--- src/rtl/apb_pkg.sv ---
// rtl/apb_pkg.sv - shared types and defaults for the APB master bridge
package apb_pkg;

   localparam int APB_ADDR_W  = 32;
   localparam int APB_DATA_W  = 32;
   localparam int APB_TIMEOUT = 16;

   typedef enum logic [1:0] {
      IDLE,
      SETUP,
      ACCESS
   } apb_mstate_e;

   typedef struct packed {
      logic                  write;
      logic [APB_ADDR_W-1:0] addr;
      logic [APB_DATA_W-1:0] wdata;
   } apb_cmd_t;

endpackage

--- src/rtl/apb_wdog_cnt.sv ---
// rtl/apb_wdog_cnt.sv - saturating ACCESS-phase watchdog counter
module apb_wdog_cnt #(
   parameter int TIMEOUT = 16
) (
   input  logic clk_i,
   input  logic rst_i,
   input  logic clr_i,
   input  logic en_i,
   output logic expire_o
);

   localparam int                CNT_W = $clog2(TIMEOUT + 1);
   localparam logic [CNT_W-1:0]  LAST  = CNT_W'(TIMEOUT - 1);
   localparam logic [CNT_W-1:0]  MAX   = CNT_W'(TIMEOUT);

   logic [CNT_W-1:0] cnt_q, cnt_d;

   // Saturates at TIMEOUT so a stuck enable can never wrap back below LAST.
   always_comb begin
      cnt_d = cnt_q;
      if (clr_i) begin
         cnt_d = '0;
      end else if (en_i && (cnt_q != MAX)) begin
         cnt_d = cnt_q + CNT_W'(1);
      end
   end

   always_ff @(posedge clk_i) begin
      if (rst_i) begin
         cnt_q <= '0;
      end else begin
         cnt_q <= cnt_d;
      end
   end

   assign expire_o = (cnt_q == LAST);

endmodule

--- src/rtl/apb_master_bridge.sv ---
// rtl/apb_master_bridge.sv - valid/ready command to APB3 master bridge with watchdog
module apb_master_bridge
   import apb_pkg::*;
#(
   parameter int ADDR_W  = APB_ADDR_W,
   parameter int DATA_W  = APB_DATA_W,
   parameter int TIMEOUT = APB_TIMEOUT
) (
   input  logic              pclk,
   input  logic              preset,
   input  logic              cmd_valid,
   output logic              cmd_ready,
   input  logic              cmd_write,
   input  logic [ADDR_W-1:0] cmd_addr,
   input  logic [DATA_W-1:0] cmd_wdata,
   output logic              rsp_valid,
   output logic [DATA_W-1:0] rsp_rdata,
   output logic              rsp_slverr,
   output logic              rsp_timeout,
   output logic              psel,
   output logic              penable,
   output logic              pwrite,
   output logic [ADDR_W-1:0] paddr,
   output logic [DATA_W-1:0] pwdata,
   input  logic [DATA_W-1:0] prdata,
   input  logic              pready,
   input  logic              pslverr
);

   apb_mstate_e       state_q, state_d;
   logic              cmd_ready_q, cmd_ready_d;
   logic              psel_q, psel_d;
   logic              penable_q, penable_d;
   logic              pwrite_q, pwrite_d;
   logic [ADDR_W-1:0] paddr_q, paddr_d;
   logic [DATA_W-1:0] pwdata_q, pwdata_d;
   logic              rsp_valid_q, rsp_valid_d;
   logic [DATA_W-1:0] rsp_rdata_q, rsp_rdata_d;
   logic              rsp_slverr_q, rsp_slverr_d;
   logic              rsp_timeout_q, rsp_timeout_d;
   logic              wd_clr, wd_en, wd_expire;

   apb_wdog_cnt #(
      .TIMEOUT (TIMEOUT)
   ) u_wdog (
      .clk_i    (pclk),
      .rst_i    (preset),
      .clr_i    (wd_clr),
      .en_i     (wd_en),
      .expire_o (wd_expire)
   );

   // Outputs are computed for the next state so every port comes straight from a flop.
   always_comb begin
      state_d       = state_q;
      cmd_ready_d   = 1'b0;
      psel_d        = 1'b0;
      penable_d     = 1'b0;
      pwrite_d      = pwrite_q;
      paddr_d       = paddr_q;
      pwdata_d      = pwdata_q;
      rsp_valid_d   = 1'b0;
      rsp_rdata_d   = rsp_rdata_q;
      rsp_slverr_d  = rsp_slverr_q;
      rsp_timeout_d = rsp_timeout_q;
      wd_clr        = 1'b0;
      wd_en         = 1'b0;

      case (state_q)
         IDLE: begin
            if (cmd_valid && cmd_ready_q) begin
               state_d  = SETUP;
               psel_d   = 1'b1;
               pwrite_d = cmd_write;
               paddr_d  = cmd_addr;
               pwdata_d = cmd_wdata;
            end else begin
               cmd_ready_d = 1'b1;
            end
         end
         SETUP: begin
            state_d   = ACCESS;
            psel_d    = 1'b1;
            penable_d = 1'b1;
            wd_clr    = 1'b1;
         end
         ACCESS: begin
            if (pready) begin
               state_d       = IDLE;
               rsp_valid_d   = 1'b1;
               rsp_rdata_d   = pwrite_q ? '0 : prdata;
               rsp_slverr_d  = pslverr;
               rsp_timeout_d = 1'b0;
            end else if (wd_expire) begin
               state_d       = IDLE;
               rsp_valid_d   = 1'b1;
               rsp_rdata_d   = '0;
               rsp_slverr_d  = 1'b1;
               rsp_timeout_d = 1'b1;
            end else begin
               psel_d    = 1'b1;
               penable_d = 1'b1;
               wd_en     = 1'b1;
            end
         end
         default: state_d = IDLE;
      endcase
   end

   always_ff @(posedge pclk) begin
      if (preset) begin
         state_q       <= IDLE;
         cmd_ready_q   <= 1'b0;
         psel_q        <= 1'b0;
         penable_q     <= 1'b0;
         pwrite_q      <= 1'b0;
         paddr_q       <= '0;
         pwdata_q      <= '0;
         rsp_valid_q   <= 1'b0;
         rsp_rdata_q   <= '0;
         rsp_slverr_q  <= 1'b0;
         rsp_timeout_q <= 1'b0;
      end else begin
         state_q       <= state_d;
         cmd_ready_q   <= cmd_ready_d;
         psel_q        <= psel_d;
         penable_q     <= penable_d;
         pwrite_q      <= pwrite_d;
         paddr_q       <= paddr_d;
         pwdata_q      <= pwdata_d;
         rsp_valid_q   <= rsp_valid_d;
         rsp_rdata_q   <= rsp_rdata_d;
         rsp_slverr_q  <= rsp_slverr_d;
         rsp_timeout_q <= rsp_timeout_d;
      end
   end

   assign cmd_ready   = cmd_ready_q;
   assign psel        = psel_q;
   assign penable     = penable_q;
   assign pwrite      = pwrite_q;
   assign paddr       = paddr_q;
   assign pwdata      = pwdata_q;
   assign rsp_valid   = rsp_valid_q;
   assign rsp_rdata   = rsp_rdata_q;
   assign rsp_slverr  = rsp_slverr_q;
   assign rsp_timeout = rsp_timeout_q;

endmodule

--- config.mk ---
export PLATFORM = sky130hd
export DESIGN_NAME = apb_master_bridge
export DESIGN_NICKNAME = d
export VERILOG_FILES = /design/src/rtl/apb_pkg.sv /design/src/rtl/apb_wdog_cnt.sv /design/src/rtl/apb_master_bridge.sv
export SDC_FILE = /design/constraint.sdc
export NUM_CORES = 1
export LEC_CHECK = 0
export BUFFER_PORTS_ARGS = -buffer_cell sky130_fd_sc_hd__buf_2
export CAP_MARGIN = 25
export CORE_MARGIN = 2
export CORE_UTILIZATION = 35
export CTS_CLUSTER_SIZE = 10
export DETAILED_ROUTE_END_ITERATION = 7
export HOLD_SLACK_MARGIN = 0.06
export PLACE_DENSITY = 0.65
export RECOVER_POWER = 50
export SETUP_SLACK_MARGIN = 0.1
export SYNTH_ARGS = -nofsm -noshare
export SYNTH_HDL_FRONTEND = slang
export SYNTH_SLANG_ARGS = --single-unit
--- constraint.sdc ---
create_clock -name pclk -period 2.4 [get_ports pclk]
set_input_delay 0.24 -clock pclk [delete_from_list [all_inputs] [get_ports pclk]]
set_output_delay 0.24 -clock pclk [all_outputs]
set_load 0.01 [all_outputs]
### Word-level counts from Yosys, hierarchy flattened

Cells that the tools add are included.

| operators by class | value |
|---|---|
| reductions and logical operators | 10 |
| muxes and demuxes | 20 |
| $add $sub $neg | 1 |
| bitwise logic cells | 2 |
| eq/ne operators | 6 |

Operators with widths:

| kind | number |
|---|---|
| 32-bit two-way mux | 3 |
| 1-bit two-way mux | 11 |
| 2-bit two-way mux | 3 |
| 2-bit case mux with 3 select lines | 1 |
| 2-bit AND reduction | 3 |
| 2-bit OR reduction | 3 |
| 5-bit by 1-bit adder with 5-bit output, second input constant | 1 |
| 5-bit by 4-bit == test with 1-bit output, second input constant | 1 |
| 5-bit inequality test, second input constant | 1 |
| 3-bit by 2-bit inequality test with 1-bit output, second input constant | 1 |
| 1-bit case mux with 3 select lines | 1 |
| 2-bit by 1-bit == test with 1-bit output, second input constant | 1 |
| 2-bit == test, second input constant | 1 |
| 1-bit logical AND | 2 |
| 2-bit zero test | 1 |
| 2-bit inequality test, second input constant | 1 |
| 1-bit NOT | 2 |
| 1-bit case mux with 2 select lines | 1 |
| 2-bit nonzero test | 1 |

| word-level totals | value |
|---|---|
| output and inout bits | 103 |
| word-level logic and storage cells | 51 |
| bits in registers | 110 |

### Logic depth before layout (Yosys ltp)

Gate-level depths: netlist (run 1).

| depth | value |
|---|---|
| word-level depth | 5 |
| depth in mapped cells | 7 |
| gate-level depth less buffers | 6 |

### Hierarchy

A second synthesis (run 1) with hierarchy kept.

| second synthesis, totals | value |
|---|---|
| cell total of the unflattened synthesis | 424 |
| area total of the unflattened synthesis | 3,961.3 um^2 |

Modules (own cells, without submodules):

| module | seq. area each (um^2) | cells an instance | times used | area an instance (um^2) |
|---|---|---|---|---|
| apb_master_bridge | 2,102.0 | 392 | 1 | 3,656.0 |
| apb_wdog_cnt | 100.1 | 32 | 1 | 305.3 |

### Least setup slack after synthesis (run 1)

No wires, ideal clock.

| timing path | value |
|---|---|
| path type | register to register |
| start point | register u_wdog.cnt_q[0] |
| end point | register u_wdog.cnt_q[2] |
| stages on the path, launching flop included | 8 |
| arrival time | 1,970 ps |
| required time | 2,330 ps |
| slack | 360 ps |
| path through | dfxtp_1 -> ha_1 -> and3_1 -> ha_1 -> or3b_1 -> clkbuf_2 -> or4_1 -> a21oi_1 |

| on the way | value |
|---|---|
| longest elaborated chain between the ends | 5 |

RTL lines:

| element | RTL line | text |
|---|---|---|
| start: declaration | apb_wdog_cnt.sv:16 | `logic [CNT_W-1:0] cnt_q, cnt_d;` |
| start signal: assignment | apb_wdog_cnt.sv:32 | `cnt_q <= cnt_d;` |
| 5-bit by 4-bit == test with 1-bit output | apb_wdog_cnt.sv:36 | `assign expire_o = (cnt_q == LAST);` |
| 1-bit two-way mux | apb_master_bridge.sv:94 | `end else if (wd_expire) begin` |
| 1-bit two-way mux | apb_master_bridge.sv:88 | `if (pready) begin` |
| 1-bit two-way mux | apb_master_bridge.sv:69 | `case (state_q)` |
| 1-bit logical AND | apb_wdog_cnt.sv:23 | `end else if (en_i && (cnt_q != MAX)) begin` |

Several ways; a longest one is shown, not always the timed one.
A chain may end at the register's enable or synchronous reset.

### Worst setup path after layout (run 1)

| timing path | value |
|---|---|
| start point | register u_wdog.cnt_q[0] |
| end point | register u_wdog.cnt_q[0] |

The elaborated chain is that of the path after synthesis.

==> impl_results.md, run 1 <==
- Status: finished clean
- Most frequent cells in the layout: nand2_1 (132), dfxtp_1 (110), clkbuf_1 (104)
- Seq/Total Area, Yosys: 57.7%
- CTS buffer count: 9
- Vias/cell: 4.74
- Pint: 2.87 mW
- PostCTS Resize Cnt: 0
- Global-route wire length before repair: 15500 µm
- Clk sinks: 110
- Req. time, crit path: 2.69 ns
- Clock Skew: 0.00637 ns
- Commonest non-fill, non-tap cell in the layout: nand2_1
- Measured slew at the worst slew-check pin: 0.829 ns
- Netlist cell types: 28
- Setup total negative slack: 0 ns
- WL final: 10100 µm
- Power Dens Cells: 816 nW/µm²
- IO buf count: 204
- Clock Power Share: 27.0%
- Fin. Hold Viols: 0
- Setup WS pre-CTS: 0.253 ns
- HP Class: in2reg
- Max IR drop VDD: 332 µV
- Area Overhead vs Synth: 33.0%
- Final nets: 728
- RSZ-0062 raised after global routing: no
- Antenna viol nets, final: 0
- TritonCTS clock tree: done
- Starting Density: 35.5%
- Ant. Diodes: 0
- # rows: 38
- Die Ht: 108 µm
- CP max FO: 8
- Syn_area_per_cell: 9.00 µm²
- Yosys top cell area share: 57.7%
- Total gr overflow: 0
- Syn Std Cell Area: 3820 µm²
- Syn nets: 534
- Period utilization: 90.6%
- Critical path arrival: 2.46 ns
- GPL Wtd Cong: 0.773
- Core box area: 10700 µm²
- GRT Total Usage: 16.5%
- H-tree Lvls: 3
- WS Path Type: reg2reg
- Detailed placement HPWL: 7160 µm
- Number of global-route vias before repair: 3363
- LEAKAGE: 2.00 nW
- Clock Tree Buf Depth: 2
- Worst-Skew Late Latency: 0.36 ns
- Slew HR: 44.7%
- Largest net degree at the start of global routing: 60
- Setup crit end kind: flop
- Comb power frac: 21.9%
- Antenna violations before repair: 0
- Initial DRC Count: 206
- Worst setup margin: 0.225 ns
- Clock Pin Slew Worst Setup and Hold Paths: 0.10 ns
- Post-synth top area cell: dfxtp_1
- Synth Register Bits: 110
- CP Launch Type: flop
- Max-Cap Viols: 0
- DRC: 0
- Final min period: 2.18 ns
- I/O pins: 205
- Max Freq: 0.460 GHz
- Final setup fails: 0
- Die area: 11800 µm²
- CTS Root Buffer Type: clkbuf_8
- Synth warnings: 0
- Die span in x: 108 µm
- Synth area leaders: dfxtp_1 (58%), nand2_1 (13%), a21oi_1 (9.3%)
- Via count: 3617
- Setup bufs post-CTS: 0
- Total power: 4.14 mW
- DRT Pass-1 Iters: 4
- Max-slew violations: 0
- Per-cell routed wire length: 13.2 µm
- Share of post-route cells with drive strength above 1: 20.7%
- Reg power frac: 51.1%
- Synthesized instance count: 424
- Final Util: 47.3%
- Net Switching: 1.27 mW
- Switch share: 30.7%
-- worst paths after layout --
kind	from	endpoint	slack [ns]	cells after the start
setup / recovery	u_wdog.cnt_q[0]	u_wdog.cnt_q[0]	0.22	6
setup reg to reg	u_wdog.cnt_q[0]	u_wdog.cnt_q[0]	0.22	6
hold / removal	prdata[11]	rsp_rdata[11]	0.08	2
hold reg to reg	paddr[5]	paddr[5]	0.46	2
-- routing by layer --
layer | wire length, µm | track usage, %
met1 | 4350 | 19.2
met2 | 4690 | 27.7
met3 | 960 | 6.21
met4 | 82 | 5.59
met5 | 0 | 0
-- through the flow --
stage          cells  hold WS (ns)  area [µm²]
3_3_place_gp     743         0.440        4970
4_1_cts          761        0.0632        5190
3_5_place_dp     743         0.444        4970
6_report         763        0.0828        5080
5_1_grt          763        0.0607        5080
2_1_floorplan    424         0.336        3820
-- worst max-delay path, stage by stage, from the launching register on --
cell and delay, ns:
dfxtp_1 0.35, ha_1 0.22, and3_1 0.18, ha_1 0.21
or3b_1 0.49, or3_2 0.49, a21oi_1 0.16
-- kinds of logic after synthesis --
kind of cell	Yosys count	synth area share (%)
and+or+nand+nor	157	17.4
AOI/OAI and AO/OA	111	18.1
buffers and inverters	36	3.67
muxes	2	0.524
DFF	110	57.7
adders and majority gates	8	2.62
-- power groups by stage --
stage / sequential [mW] / clock, mW / combinational (mW)
after floorplan: 2.23 / 0 / 0.470
after global placement: 2.15 / 0 / 0.935
after detailed placement: 2.16 / 0 / 0.957
after CTS: 2.12 / 1.17 / 0.962
after global routing: 2.14 / 1.24 / 1.02
final: 2.12 / 1.12 / 0.907
-- repair_timing --
item / in CTS / in global routing
hold buffers: 2 / 2
endpoints found under the setup margin: 0 / 0
endpoints found under the hold margin: 2 / 2
-- cell usage after synthesis --
library cell / count
nand2_1: 132
ha_1: 8
nor2_1: 4
or3_2: 2
a21oi_1: 71
buf_2: 3
and3b_2: 1
nand2b_1: 5
dfxtp_1: 110
and4bb_2: 1
a221oi_1: 1
and3_1: 2
a211oi_1: 2
nand3_1: 2
mux2i_1: 2
or3b_1: 1
nand4b_1: 1
inv_1: 6
clkbuf_1: 22
a22o_1: 33
nor4bb_1: 1
nor3b_1: 2
clkbuf_2: 1
o31ai_1: 1
buf_1: 4
or4_1: 1
o21ai_0: 3
or2_2: 2
-- registers in the layout, summed over array words and instances (netlist names) --
| register | cells |
|---|---|
| penable | 1 |
| pwdata | 32 |
| rsp_rdata | 32 |
| pwrite | 1 |
| rsp_slverr | 1 |
| rsp_valid | 1 |
| paddr | 32 |
| u_wdog.cnt_q | 5 |
| cmd_ready | 1 |
| rsp_timeout | 1 |
| state_q | 2 |
| psel | 1 |
-- cell type report --
| type | count | area (µm²) |
|---|---|---|
| inverters | 6 | 22.5 |
| fillers | 1122 | 5670 |
| well taps | 140 | 175 |
| repair buffers | 213 | 995 |
| multi-input cells | 278 | 1480 |
| clock inverters | 5 | 58.8 |
| clock buffers | 11 | 141 |
| flip-flops and latches | 110 | 2200 |
Power figures use the tool's default switching activity.
==> run 2, diff against run 1 <==
- PLACE_DENSITY: 0.65 -> 0.73
==> run 2 against run 1 <==
  * Sequential share of layout area shrank 1.9 points
  * Highest routed layer unchanged
  * Utilization grew 2.1 points
  * Total power increased by 3.4%
  * Combinational power is 3.2% higher
  * Sequential power hardly changed
  * Largest cell class unchanged
  * Via count increased by 4.5%
  * Hold slack lost 0.0017 ns
  * Critical path depth stayed put
  * Fmax grew 1.0%
  * Die area is the same
  * Non-clock buffer count rose by 22
==> impl_results.md, run 2 (synthesis results as in run 1) <==
- HP Class: in2reg
- Setup total negative slack: 0 ns
- CTS Root Buffer Type: clkbuf_8
- Setup WS pre-CTS: 0.209 ns
- Antenna violations before repair: 0
- Req. time, crit path: 2.71 ns
- Cell Chain, Critical Path: ha_1, and3_1, ha_1, or3b_4, or3_2, a21oi_1
- Die span in x: 108 µm
- CTS buffer count: 9
- Detailed placement HPWL: 7390 µm
- Largest net degree at the start of global routing: 54
- Core box area: 10700 µm²
- Internal reg-to-reg setup slack: 0.25 ns
- Total gr overflow: 0
- Final nets: 750
- IO buf count: 204
- GRT Total Usage: 17.6%
- TritonCTS clock tree: done
- Worst setup margin: 0.247 ns
- Die area: 11800 µm²
- Critical path depth: 6
- I/O pins: 205
- Slew HR: 43.7%
- Final setup fails: 0
- Ant. Diodes: 0
- Fin. Hold Viols: 0
- Fin Hold WS: 0.0812 ns
- Max-Cap Viols: 0
- Critical path arrival: 2.46 ns
- Area Overhead vs Synth: 39.1%
- Max-slew violations: 0
- Vias/cell: 4.81
- Antenna viol nets, final: 0
- Per-cell routed wire length: 13.5 µm
- LEAKAGE: 2.10 nW
- Number of global-route vias before repair: 3711
- DRT Pass-1 Iters: 4
- GPL Wtd Cong: 0.822
- Slowest stage cell, crit path: or3_2
- Max Freq: 0.465 GHz
- Clock Skew: 0.00560 ns
- Max IR drop VDD: 384 µV
- Share of post-route cells with drive strength above 1: 20.5%
- H-tree Lvls: 3
- CP most frequent cell: ha_1
- Die Ht: 108 µm
- CP max FO: 8
- Critical path's top delay family: simple AND/OR/NAND/NOR gates
- Status: finished clean
- Period utilization: 89.7%
- WL final: 10600 µm
- Final min period: 2.15 ns
- Buffers & Inverters on Critical Path: 0
- Power Dens Cells: 807 nW/µm²
- # rows: 38
- Clock Tree Buf Depth: 2
- Via count: 3779
- Clock Pin Slew Worst Setup and Hold Paths: 0.10 ns
- RSZ-0062 raised after global routing: no
- Measured slew at the worst slew-check pin: 0.845 ns
- CP Launch Type: flop
- CP peak stage delay: 0.47 ns
- Clk sinks: 110
- Post-DP Area: 4960 µm²
- Setup crit end kind: flop
- Total power: 4.28 mW
- Reg2reg path depth: 6
- Finished Cell Area: 5310 µm²
- Commonest non-fill, non-tap cell in the layout: nand2_1
- Worst-Skew Late Latency: 0.38 ns
- WS Path Type: reg2reg
- Starting Density: 35.5%
- Global-route wire length before repair: 16400 µm
- Most frequent cells in the layout: nand2_1 (132), dfxtp_1 (110), clkbuf_1 (103)
- Initial DRC Count: 209
- Worst Hold Path Cells: 2
- DRC: 0
==> run 2: changes by cell type in the layout (fill, tap and decap cells not counted), sizes merged <==
cell	change
dlygate4sd3	+21
clkinvlp	-1
clkinv	+2
buf	+1
bufinv	+1
clkbuf	-2
==> run 2: worst reg2reg max path, delay by kind of cell (launching register included) <==
kind	cells	cell delay, ns
and+or+nand+nor	3	1.09
adders and majority gates	2	0.44
DFF	1	0.37
AOI/OAI and AO/OA	1	0.18
==> run 2: report_power, final <==
part	internal, mW	switching, mW	total [mW]
Sequential	2.01	0.108	2.12
Clock	0.591	0.635	1.23
Combinational	0.364	0.572	0.936
==> run 2: path summary, 6_finish.rpt <==
check,start,to
setup / recovery,u_wdog.cnt_q[0],u_wdog.cnt_q[0]
setup reg to reg,u_wdog.cnt_q[0],u_wdog.cnt_q[0]
hold reg to reg,pwdata[7],pwdata[7]
hold / removal,prdata[18],rsp_rdata[18]
==> run 2: metal layers <==
metal / part of all wire (%) / GRT usage (%) / wire length, µm / vias to the layer above
li1: - / - / - / 1851
met1: 41 / 18.7 / 4310 / 1744
met2: 48 / 30.2 / 5040 / 161
met3: 8.7 / 5.91 / 919 / 23
met4: 3.1 / 10.8 / 324 / 0
met5: 0 / 0 / 0 / -
==> run 2: cell type report <==
cell class              count  area, µm²
well taps                 140        175
clock buffers               9        124
inverters                   6       22.5
repair buffers            235       1200
flip-flops and latches    110       2200
fillers                  1074       5440
clock inverters             7       98.8
multi-input cells         278       1490
==> run 2: repair_timing <==
item,in CTS,in global routing
setup buffers,0,0
gates resized for setup,0,1
hold buffers,22,3
endpoints found under the setup margin,0,1
endpoints found under the hold margin,22,3
==> run 2: metrics by stage <==
step,cells,util [%]
final,785,49.4
after global routing,785,49.4
after CTS,782,50.3
after detailed placement,744,46.2
after global placement,744,46.2
after floorplan,424,-
